[config.mk]
export PLATFORM = sky130hd
export DESIGN_NAME = serial_frame_rx
export DESIGN_NICKNAME = d
export VERILOG_FILES = /design/src/rtl/serial_frame_pkg.sv /design/src/rtl/serial_frame_rx_frame_shift.sv /design/src/rtl/serial_frame_rx.sv
export SDC_FILE = /design/constraint.sdc
export NUM_CORES = 1
export LEC_CHECK = 0
export BUFFER_PORTS_ARGS = -buffer_cell sky130_fd_sc_hd__buf_2
export CAP_MARGIN = 20
export CORE_ASPECT_RATIO = 2
export CORE_MARGIN = 1.5
export CORE_UTILIZATION = 45
export CTS_CLUSTER_SIZE = 30
export DETAILED_ROUTE_END_ITERATION = 7
export SETUP_SLACK_MARGIN = 0.1
export SLEW_MARGIN = 20
export SYNTH_ARGS = -nofsm -noshare
export SYNTH_HDL_FRONTEND = slang
export SYNTH_SLANG_ARGS = --single-unit
[constraint.sdc]
create_clock -name clk -period 2.8 [get_ports clk]
set_clock_uncertainty 0.05 [all_clocks]
set_input_delay 0.42 -clock clk [delete_from_list [all_inputs] [get_ports clk]]
set_output_delay 0.42 -clock clk [all_outputs]
set_load 0.1 [all_outputs]
[src/rtl/serial_frame_pkg.sv]
// Shared types and helpers for the sen/sd serial frame receiver.
// States, error codes and frame-length arithmetic.
package serial_frame_pkg;

    typedef enum logic [2:0] {
        IDLE,
        SHIFT,
        WRITE,
        DRAIN,
        ERR_WAIT
    } state_t;

    localparam logic [1:0] ERR_NONE   = 2'b00;
    localparam logic [1:0] ERR_SHORT  = 2'b01;
    localparam logic [1:0] ERR_LONG   = 2'b10;
    localparam logic [1:0] ERR_PARITY = 2'b11;

    function automatic int frame_len(input int aw, input int dw, input int parity);
        return aw + dw + parity;
    endfunction

endpackage

[src/rtl/serial_frame_rx_frame_shift.sv]
// MSB-first deserialiser: L-bit shift register with a bit counter.
// last flags L-1 bits held, full flags a complete frame.
module frame_shift #(
    parameter int L = 21
) (
    input  logic         clk,
    input  logic         rst,
    input  logic         clr,
    input  logic         en,
    input  logic         bit_in,
    output logic [L-1:0] frame,
    output logic         last,
    output logic         full
);

    localparam int CW = $clog2(L + 1);

    logic [CW-1:0] cnt;

    always_ff @(posedge clk) begin
        if (rst) begin
            cnt   <= '0;
            frame <= '0;
        end else if (clr) begin
            cnt <= '0;
        end else if (en) begin
            frame <= {frame[L-2:0], bit_in};
            cnt   <= cnt + 1'b1;
        end
    end

    assign last = (cnt == CW'(L - 1));
    assign full = (cnt == CW'(L));

endmodule

[src/rtl/serial_frame_rx.sv]
// Serial frame receiver: deserialises sen/sd frames and writes the
// register bank, reporting framing/parity errors and address coverage.
module serial_frame_rx
    import serial_frame_pkg::*;
#(
    parameter int AW     = 3,
    parameter int DW     = 18,
    parameter int PARITY = 0
) (
    input  logic          clk,
    input  logic          rst,
    input  logic          sen,
    input  logic          sd,
    output logic          RB_RW,
    output logic [AW-1:0] RB_A,
    output logic [DW-1:0] RB_D,
    output logic          done,
    output logic          frame_err,
    output logic [1:0]    err_code
);

    localparam int L = frame_len(AW, DW, PARITY);
    localparam int N = 2 ** AW;

    state_t        state;
    state_t        state_nxt;
    logic [L-1:0]  frame;
    logic          last;
    logic          full;
    logic          en;
    logic          clr;
    logic          par_bad;
    logic [N-1:0]  map;
    logic          rw_nxt;
    logic [AW-1:0] a_nxt;
    logic [DW-1:0] d_nxt;
    logic          err_nxt;
    logic [1:0]    code_nxt;

    assign en  = !sen && (state == IDLE || state == SHIFT);
    assign clr = (state == SHIFT) ? sen : (state != IDLE);

    // parity over the frame as it will look once the incoming bit lands
    assign par_bad = (PARITY != 0) && (^{frame[L-2:0], sd});

    frame_shift #(.L(L)) u_shift (
        .clk    (clk),
        .rst    (rst),
        .clr    (clr),
        .en     (en),
        .bit_in (sd),
        .frame  (frame),
        .last   (last),
        .full   (full)
    );

    always_ff @(posedge clk) begin
        if (rst) state <= IDLE;
        else     state <= state_nxt;
    end

    always_comb begin
        state_nxt = state;
        unique case (state)
            IDLE:     if (!sen) state_nxt = SHIFT;
            SHIFT: begin
                if (sen)       state_nxt = IDLE;
                else if (last) state_nxt = par_bad ? ERR_WAIT : WRITE;
            end
            WRITE:    state_nxt = sen ? IDLE : DRAIN;
            DRAIN:    if (sen) state_nxt = IDLE;
            ERR_WAIT: if (sen) state_nxt = IDLE;
            default:  state_nxt = IDLE;
        endcase
    end

    always_comb begin
        rw_nxt   = 1'b1;
        a_nxt    = RB_A;
        d_nxt    = RB_D;
        err_nxt  = 1'b0;
        code_nxt = ERR_NONE;
        unique case (state)
            SHIFT: begin
                if (sen) begin
                    err_nxt  = 1'b1;
                    code_nxt = ERR_SHORT;
                end
            end
            WRITE: begin
                rw_nxt = 1'b0;
                a_nxt  = frame[L-1 -: AW];
                d_nxt  = frame[L-1-AW -: DW];
                if (!sen) begin
                    err_nxt  = 1'b1;
                    code_nxt = ERR_LONG;
                end
            end
            // full only survives the first ERR_WAIT cycle, giving one pulse
            ERR_WAIT: begin
                if (full) begin
                    err_nxt  = 1'b1;
                    code_nxt = ERR_PARITY;
                end
            end
            default: ;
        endcase
    end

    always_ff @(posedge clk) begin
        if (rst) begin
            RB_RW     <= 1'b1;
            RB_A      <= '0;
            RB_D      <= '0;
            frame_err <= 1'b0;
            err_code  <= ERR_NONE;
        end else begin
            RB_RW     <= rw_nxt;
            RB_A      <= a_nxt;
            RB_D      <= d_nxt;
            frame_err <= err_nxt;
            err_code  <= code_nxt;
        end
    end

    always_ff @(posedge clk) begin
        if (rst) begin
            map  <= '0;
            done <= 1'b0;
        end else begin
            if (state == WRITE) map[frame[L-1 -: AW]] <= 1'b1;
            done <= done | (&map);
        end
    end

endmodule

==> reports/results.env, run 1 <==
RUN_STATUS='completed'
TOP_LEVEL_PORTS=30
DETAILROUTE.VIA_COUNT=1806
DESIGN.DIE.AREA_UM2=5630
DRTITER0DRC=26
TIMING.CRITICAL_PATH.SLOWEST_STAGE_CELL='o21bai_2'
SHARE_OF_THE_CYCLE_NEEDED_BY_THE_CRITICAL_PATH_AFTER_ROUTING_PCT=67.1
PLACE.PORT_BUFFERS=29
INTERNAL_CELL_POWER_mW=1.54
WIDTH_OF_THE_CHIP_UM=53.8
MAXIMUM_NUMBER_OF_PINS_ON_ONE_NET_BEFORE_GLOBAL_ROUTE_REPAIR=32
MULTI_INPUT_COMB_AREA_UM2=997
MAX-CAP-VIOLATIONS=0
POST_CTS_SETUP_INSERTS=0
PLACE.DETAILED.HPWL_UM=2960
CTS_NUM_SINKS=62
MOSTFREQUENTLAYOUTCELLS='62 x dfxtp_1, 48 x nand2_1, 34 x nor2_1, 29 x buf_2, 28 x a21oi_1'
SETUP_TOTAL_NEGATIVE_SLACK_NS=0
POST_DRT_VIA_CELL_RATIO=5.20
CTS-ROOT-BUF='clkbuf_8'
FIN_UTIL_PCT=55.5
FF2FF_SETUP_SLACK_NS=0.92
SYNTH_SEQ_AREA_SHARE_PCT=53.4
GRT_SETUP_UNREPAIRED='false'
SYNTHCELLS=255
CORE_UM2=4910
INITIAL_UTILIZATION_PCT=47.3
NUMBER_OF_ANTENNA_VIOLATIONS_AT_THE_FIRST_CHECK_IN_GLOBAL_ROUTING=0
CRITICALPATHCATEGORY='register to register'
SYN-CELL-AREA_UM2=2320
CLOCK_POWER_SHARE_PCT=39.7
CTS_TREE='yes'
AREA.SEQUENTIAL_UM2=1240
SYNTH_EDF_COUNT=0
SYNTH_COMPOUND_GATE_AREA_SHARE_PCT=11.4
SW_FRAC_OF_TOTAL_PCT=27.5
GLOBAL_ROUTE.USAGE.TOTAL_PCT=18.4
SYNTH_WARNINGS=0
GRT_PASS1_VIAS=1693
POWER_FRAC_COMB_PCT=16.1
REPORT.FINAL.SETUP_VIOL=0
INSERTEDDIODECOUNT=0
POWERDENSITY_nW_PER_UM2=782
WL_UM=4520
WORST_HOLD_SLACK_NS=0.299
GLOBAL_ROUTE.OVERFLOW_TOTAL=0
CRIT_PATH_MAX_INCR_DELAY_NS=0.50
CTSHOLDBUFFERS=0
WORST_IR_DROP_VDD_V=0.000701
MAX_SLEW_MARGIN_PCT=49.2
DRIVE_ABOVE_1_SHARE_PCT=17.6
SYNTH.AREA.MUX_SHARE_PCT=9.90
CLK_PIN_SLEW_WORST_PATHS_NS=0.07
SEQUENCE_OF_CELLS_ON_THE_CRITICAL_PATH='inv_1, ha_1, o21bai_2, buf_4, nand2_1, a21oi_1'
SYNTHSIMPLEGATEAREAFRAC_PCT=17.4
DATA_ARRIVAL_CRITICAL_PATH_NS=2.09
POWER_LEAKAGE_nW=1.07
CTS_INSERTED_BUFFERS=9
POWER_FRAC_SEQ_PCT=44.2
LAYOUT.CELLS.MOST_COMMON='dfxtp_1'
FMAXACHIEVABLE_MHz=532
CLK-INSERTION-DELAY-LATE_NS=0.33
FILLCELLCOUNT=479
CTS_REPAIR_RESIZE_COUNT=0
POST-ROUTE-MIN-PERIOD_NS=1.88
WORST-R2R-CELL-COUNT=6
HOLD_VIOL_FINAL=0
FINALPOWER_mW=2.13
SYNTHESIS.NETS=266
CRITICAL_PATH.STARTPOINT_TYPE='register'
WORST-ENDPOINT-REQUIRED_NS=3.01
CRIT_PATH_END='u_shift.frame[12]$_SDFFE_PP0P_'
AREA_GROWTH_PCT=17.3
YS_DOMINANT_REG_CELL='dfxtp_1'
NETS=296
CORE.ROWCOUNT=36
WIRE_LENGTH_OF_THE_FIRST_GLOBAL_ROUTING_PASS_UM=7640
ANT_NETS=0
FINAL_AREA_UM2=2730
POST-ROUTE-DRC-COUNT=0
TIMING.RR.START='state[0]$_SDFFE_PP0P_'
SYNTHADDERAREAFRAC_PCT=3.77
NETLIST-CELL-TYPE-COUNT=32
DETAIL_ROUTE.FIRST_PASS.ITERATIONS=4
ROUTED_WIRE_LENGTH_PER_INSTANCE_UM=13.0
SWITCHING_POWER_mW=0.587
POST_SYNTH.CELL_AREA_AVG_UM2=9.12
CLK_PATH_BUF_DEPTH=2
HOLD_CLASS='input port to register'
SYNTH-SEQ-CELLS=62
WORSTMARGINPINSLEW_NS=0.762
PLACEDINSTANCEAREA_UM2=2510
FINALWEIGHTEDCONGESTION=0.762
SYNTH_TOP_FAMILY_BY_AREA='simple AND/OR/NAND/NOR gates'
FINAL_MAX_SLEW_VIOL_COUNT=0
CTS.HTREE.LEVELS=3
FLOORPLAN.DIE.HEIGHT_UM=105
ASYNCSETRESETFLOPFRACSYNTH_PCT=0
WORSTREG2REGEND='u_shift.frame[12]$_SDFFE_PP0P_'
START_POINT_OF_THE_CRITICAL_PATH='state[0]$_SDFFE_PP0P_'
WORSTPATHMAXFANOUT=14
TIMING.CRITICAL_PATH.TO_TYPE='register'
POST_SYNTH_XOR_AREA_FRACTION_PCT=0.377
[worst max-delay path, delay by kind of cell (launching register included)]
family | cells | cell delay, ns
compound gates | 2 | 0.64
flops | 1 | 0.41
buf+inv | 2 | 0.37
fa+ha+maj | 1 | 0.27
simple gates | 1 | 0.07
[power by group through the flow]
stage | Sequential [mW] | Combinational, mW | Clock (mW)
after floorplan | 1.00 | 0.232 | 0
after global placement | 0.959 | 0.349 | 0
after detailed placement | 0.960 | 0.344 | 0
after CTS | 0.942 | 0.348 | 0.865
after global routing | 0.946 | 0.378 | 0.904
final | 0.942 | 0.344 | 0.846
[through the flow]
step                setup slack (ns)  std cells
floorplan                       1.27        255
global placement               0.943        331
detailed placement             0.931        331
CTS                            0.905        347
global route                   0.746        347
finish                         0.921        347
[Yosys cell counts, types with 2 or more instances]
| cell type | n | area [um2] |
|---|---|---|
| dfxtp_1 | 62 | 1240 |
| nand2_1 | 48 | 180 |
| nor2_1 | 34 | 128 |
| a21oi_1 | 28 | 140 |
| mux2i_1 | 23 | 230 |
| clkbuf_1 | 7 | 26.3 |
| ha_1 | 7 | 87.6 |
| buf_2 | 6 | 30.0 |
| inv_1 | 6 | 22.5 |
| nor2b_1 | 6 | 37.5 |
| a31oi_1 | 4 | 25.0 |
| nand4_1 | 2 | 12.5 |
| o31ai_1 | 2 | 15.0 |
| or4_1 | 2 | 15.0 |
[flip-flops by register name, summed over array words and instances, names as in the netlist]
| name | cells |
|---|---|
| u_shift.frame | 21 |
| RB_D | 18 |
| map | 8 |
| u_shift.cnt | 5 |
| RB_A | 3 |
| err_code | 2 |
| state | 2 |
| RB_RW | 1 |
| done | 1 |
| frame_err | 1 |
[worst min path at each step]
stage / startpoint / endpoint / slack, ns / cells after the start
2_1_floorplan: map[0]$_SDFFE_PP0N_ / map[0]$_SDFFE_PP0N_ / 0.39 / 2
3_3_place_gp: map[5]$_SDFFE_PP0N_ / map[5]$_SDFFE_PP0N_ / 0.40 / 2
3_5_place_dp: u_shift.frame[1]$_SDFFE_PP0P_ / u_shift.frame[2]$_SDFFE_PP0P_ / 0.41 / 2
4_1_cts: sd / u_shift.frame[0]$_SDFFE_PP0P_ / 0.29 / 3
5_1_grt: sd / u_shift.frame[0]$_SDFFE_PP0P_ / 0.29 / 3
6_report: sd / u_shift.frame[0]$_SDFFE_PP0P_ / 0.30 / 3
[layout make-up]
cell class / instances / area share (%)
clock inverter: 4 / 2.57
sequential: 62 / 45.5
clock buffer: 12 / 5.32
timing repair buffer: 33 / 6.42
tap: 57 / 2.62
inverter: 7 / 0.964
multi-input combinational: 172 / 36.6
[layer usage]
metal | share of wire, % | track usage [%] | vias to the layer above
met5 | 0 | 0 | -
met4 | 2.1 | 8.24 | 0
met3 | 3.5 | 5.57 | 8
met2 | 52 | 28.8 | 26
met1 | 42 | 22.2 | 858
li1 | - | - | 914
[cells by family after synthesis]
family          after synthesis
compound gates               44
flops                        62
fa+ha+maj                     7
mux                          23
buf+inv                      21
simple gates                 97
xor+xnor                      1
(Power assumes the default switching activity.)
==> inputs of run 2 (changes only) <==
==> constraint.sdc (replaced) <==
create_clock -name clk -period 1.8 [get_ports clk]
set_clock_uncertainty 0.05 [all_clocks]
set_input_delay 0.27 -clock clk [delete_from_list [all_inputs] [get_ports clk]]
set_output_delay 0.27 -clock clk [all_outputs]
set_load 0.1 [all_outputs]
==> run 2 against run 1 <==
Sequential share of layout area down 0.68 points. Maximum frequency up 22%. Worst hold slack worse by 0.17 ns. Critical path depth down 1. Utilization up 0.84 points. Final cell count up 0.86%. Total power up 57%. Non-clock buffer count up 3. Design area up 1.5%. Critical endpoint is now u_shift.cnt[3]$_SDFFE_PP0P_. Largest power group unchanged.
==> reports/results.env, run 2 (synthesis gave the netlist of run 1 again) <==
CTS.HTREE.LEVELS=3  # unchanged
WORST-ENDPOINT-REQUIRED_NS=2.02  # -0.99 ns
POST-ROUTE-DRC-COUNT=0  # unchanged
DRTITER0DRC=44  # +69%
CRITICAL_PATH_CELL_COUNT=5  # -1
FINAL_MAX_SLEW_VIOL_COUNT=0  # unchanged
CTS_INSERTED_BUFFERS=9  # unchanged
POST-ROUTE-MIN-PERIOD_NS=1.54  # -0.336 ns
DATA_ARRIVAL_CRITICAL_PATH_NS=1.76  # -0.33 ns
PLACEDINSTANCEAREA_UM2=2530  # +0.90%
TIMING.CRITICAL_PATH.SLOWEST_STAGE_CELL='or4_1'
CTS_REPAIR_RESIZE_COUNT=0  # unchanged
CRITICAL_PATH.STARTPOINT_TYPE='register'
TIMING.CRITICAL_PATH.TO_TYPE='register'
CTS_TREE='yes'
WORST_IR_DROP_VDD_V=0.00124  # +77%
DESIGN.DIE.AREA_UM2=5630  # unchanged
RUN_STATUS='completed'
GLOBAL_ROUTE.OVERFLOW_TOTAL=0  # unchanged
MAXIMUM_NUMBER_OF_PINS_ON_ONE_NET_BEFORE_GLOBAL_ROUTE_REPAIR=28  # -13%
LARGEST_REGISTER_BY_FLOP_COUNT='u_shift.frame'
PLACE.DETAILED.HPWL_UM=3080  # +4.1%
LAYOUT.CELLS.MOST_COMMON='dfxtp_1'
HOLD_CLASS='input port to register'
FMAXACHIEVABLE_MHz=648  # +22%
FINALWEIGHTEDCONGESTION=0.787  # +3.3%
WL_UM=4520  # about the same
POWER_LEAKAGE_nW=1.09  # +1.6%
GRT_SETUP_UNREPAIRED='false'
CLK_PATH_BUF_DEPTH=2  # unchanged
GRT_PASS1_VIAS=1643  # -3.0%
FLOORPLAN.DIE.HEIGHT_UM=105  # unchanged
CLK_PIN_SLEW_WORST_PATHS_NS=0.07  # about the same
CLK-INSERTION-DELAY-LATE_NS=0.34  # about the same
PLACE.PORT_BUFFERS=29  # unchanged
AREA_GROWTH_PCT=19.1
NUMBER_OF_ANTENNA_VIOLATIONS_AT_THE_FIRST_CHECK_IN_GLOBAL_ROUTING=0  # unchanged
MAX-CAP-VIOLATIONS=0  # unchanged
POWERDENSITY_nW_PER_UM2=1210  # +55%
CTSHOLDBUFFERS=0  # unchanged
CORE.ROWCOUNT=36  # unchanged
REPORT.FINAL.SETUP_VIOL=0  # unchanged
MAX_SLEW_MARGIN_PCT=67.5  # +18 points
CRIT_BUF_INV=1  # -1
WORSTMARGINPINSLEW_NS=0.491  # -0.271 ns
MOSTFREQUENTLAYOUTCELLS='62 x dfxtp_1, 48 x nand2_1, 34 x nor2_1, 29 x buf_2, 28 x a21oi_1'
CORE_UM2=4910  # unchanged
WIDTH_OF_THE_CHIP_UM=53.8  # unchanged
GLOBAL_ROUTE.USAGE.TOTAL_PCT=18.8  # +0.44 points
WIRE_LENGTH_OF_THE_FIRST_GLOBAL_ROUTING_PASS_UM=7690  # +0.63%
ROUTED_WIRE_LENGTH_PER_INSTANCE_UM=12.9  # -0.90%
CRIT_PATH_MAX_INCR_DELAY_NS=0.48  # -0.02 ns
ANT_NETS=0  # unchanged
SETUP_TOTAL_NEGATIVE_SLACK_NS=0  # unchanged
WORSTPATHMAXFANOUT=5  # -9
FINAL_AREA_UM2=2770  # +1.5%
FILLCELLCOUNT=473  # -1.3%
FLIP_FLOP_COUNT_OF_THE_LARGEST_REGISTER_AFTER_LAYOUT=21  # unchanged
WORST_PATH_DOMINANT_CELL_FAMILY='simple AND/OR/NAND/NOR gates'
CRITICALPATHCATEGORY='register to register'
REG_TOP3='u_shift.frame x21, RB_D x18, map x8'
POST_DRT_VIA_CELL_RATIO=5.07  # -2.7%
DETAILROUTE.VIA_COUNT=1773  # -1.8%
CTS-ROOT-BUF='clkbuf_8'
POST_CTS_SETUP_INSERTS=0  # unchanged
INSERTEDDIODECOUNT=0  # unchanged
HOLD_VIOL_FINAL=0  # unchanged
MIN_DELAY_PATH_DEPTH=3  # unchanged
INITIAL_UTILIZATION_PCT=47.3  # unchanged
SHARE_OF_THE_CYCLE_NEEDED_BY_THE_CRITICAL_PATH_AFTER_ROUTING_PCT=85.7  # +19 points
NETS=299  # +1.0%
DRIVE_ABOVE_1_SHARE_PCT=19.5  # +1.9 points
TOP_LEVEL_PORTS=30  # unchanged
CTS_NUM_SINKS=62  # unchanged
WORST-R2R-CELL-COUNT=5  # -1
DETAIL_ROUTE.FIRST_PASS.ITERATIONS=4  # unchanged
SEQUENCE_OF_CELLS_ON_THE_CRITICAL_PATH='inv_1, ha_2, o21bai_2, or4_1, a21oi_1'
[run 2: cell type report]
cell class / instances / area, um2 / share of cell area [%]
Multi-Input combinational cell: 172 / 1010 / 36.6
Tap cell: 57 / 71.3 / 2.58
Timing Repair Buffer: 36 / 201 / 7.28
Clock buffer: 12 / 145 / 5.24
Inverter: 7 / 26.3 / 0.949
Clock inverter: 4 / 70.1 / 2.53
Sequential cell: 62 / 1240 / 44.8
[run 2: metrics by stage]
step	hold slack [ns]	worst slack [ns]	util [%]	std cells	total power, mW
after floorplan	0.356	0.269	-	255	1.92
after global placement	0.395	0.220	51.6	334	2.03
after detailed placement	0.399	0.175	51.6	334	2.04
after CTS	0.117	0.172	56.0	350	3.37
after global routing	0.125	0.107	56.4	350	3.53
final	0.127	0.257	56.4	350	3.35
[run 2: path summary, 6_finish.rpt]
path,from,endpoint,slack [ns]
setup / recovery,state[0]$_SDFFE_PP0P_,u_shift.cnt[3]$_SDFFE_PP0P_,0.26
hold / removal,sd,u_shift.frame[0]$_SDFFE_PP0P_,0.13
setup reg to reg,state[0]$_SDFFE_PP0P_,u_shift.cnt[3]$_SDFFE_PP0P_,0.26
hold reg to reg,done$_SDFF_PP0_,done$_SDFF_PP0_,0.41
[run 2: tightest hold or removal path, delay by kind of cell]
kind	cells	cell delay [ns]
buffers and inverters	1	0.10
and+or+nand+nor	1	0.05
AOI/OAI and AO/OA	1	0.05
[run 2: layer usage]
layer	routed length (um)	track usage [%]	up-vias
met3	151	5.14	10
met4	121	11.0	0
li1	-	-	916
met5	0	0	-
met2	2370	28.7	29
met1	1880	22.6	818
[run 2: report_power, final]
| part | switching [mW] | leakage, nW | internal, mW |
|---|---|---|---|
| Combinational | 0.374 | 0.475 | 0.197 |
| Clock | 0.504 | 0.110 | 0.813 |
| Sequential | 0.0414 | 0.500 | 1.42 |
| Total | 0.919 | 1.09 | 2.43 |
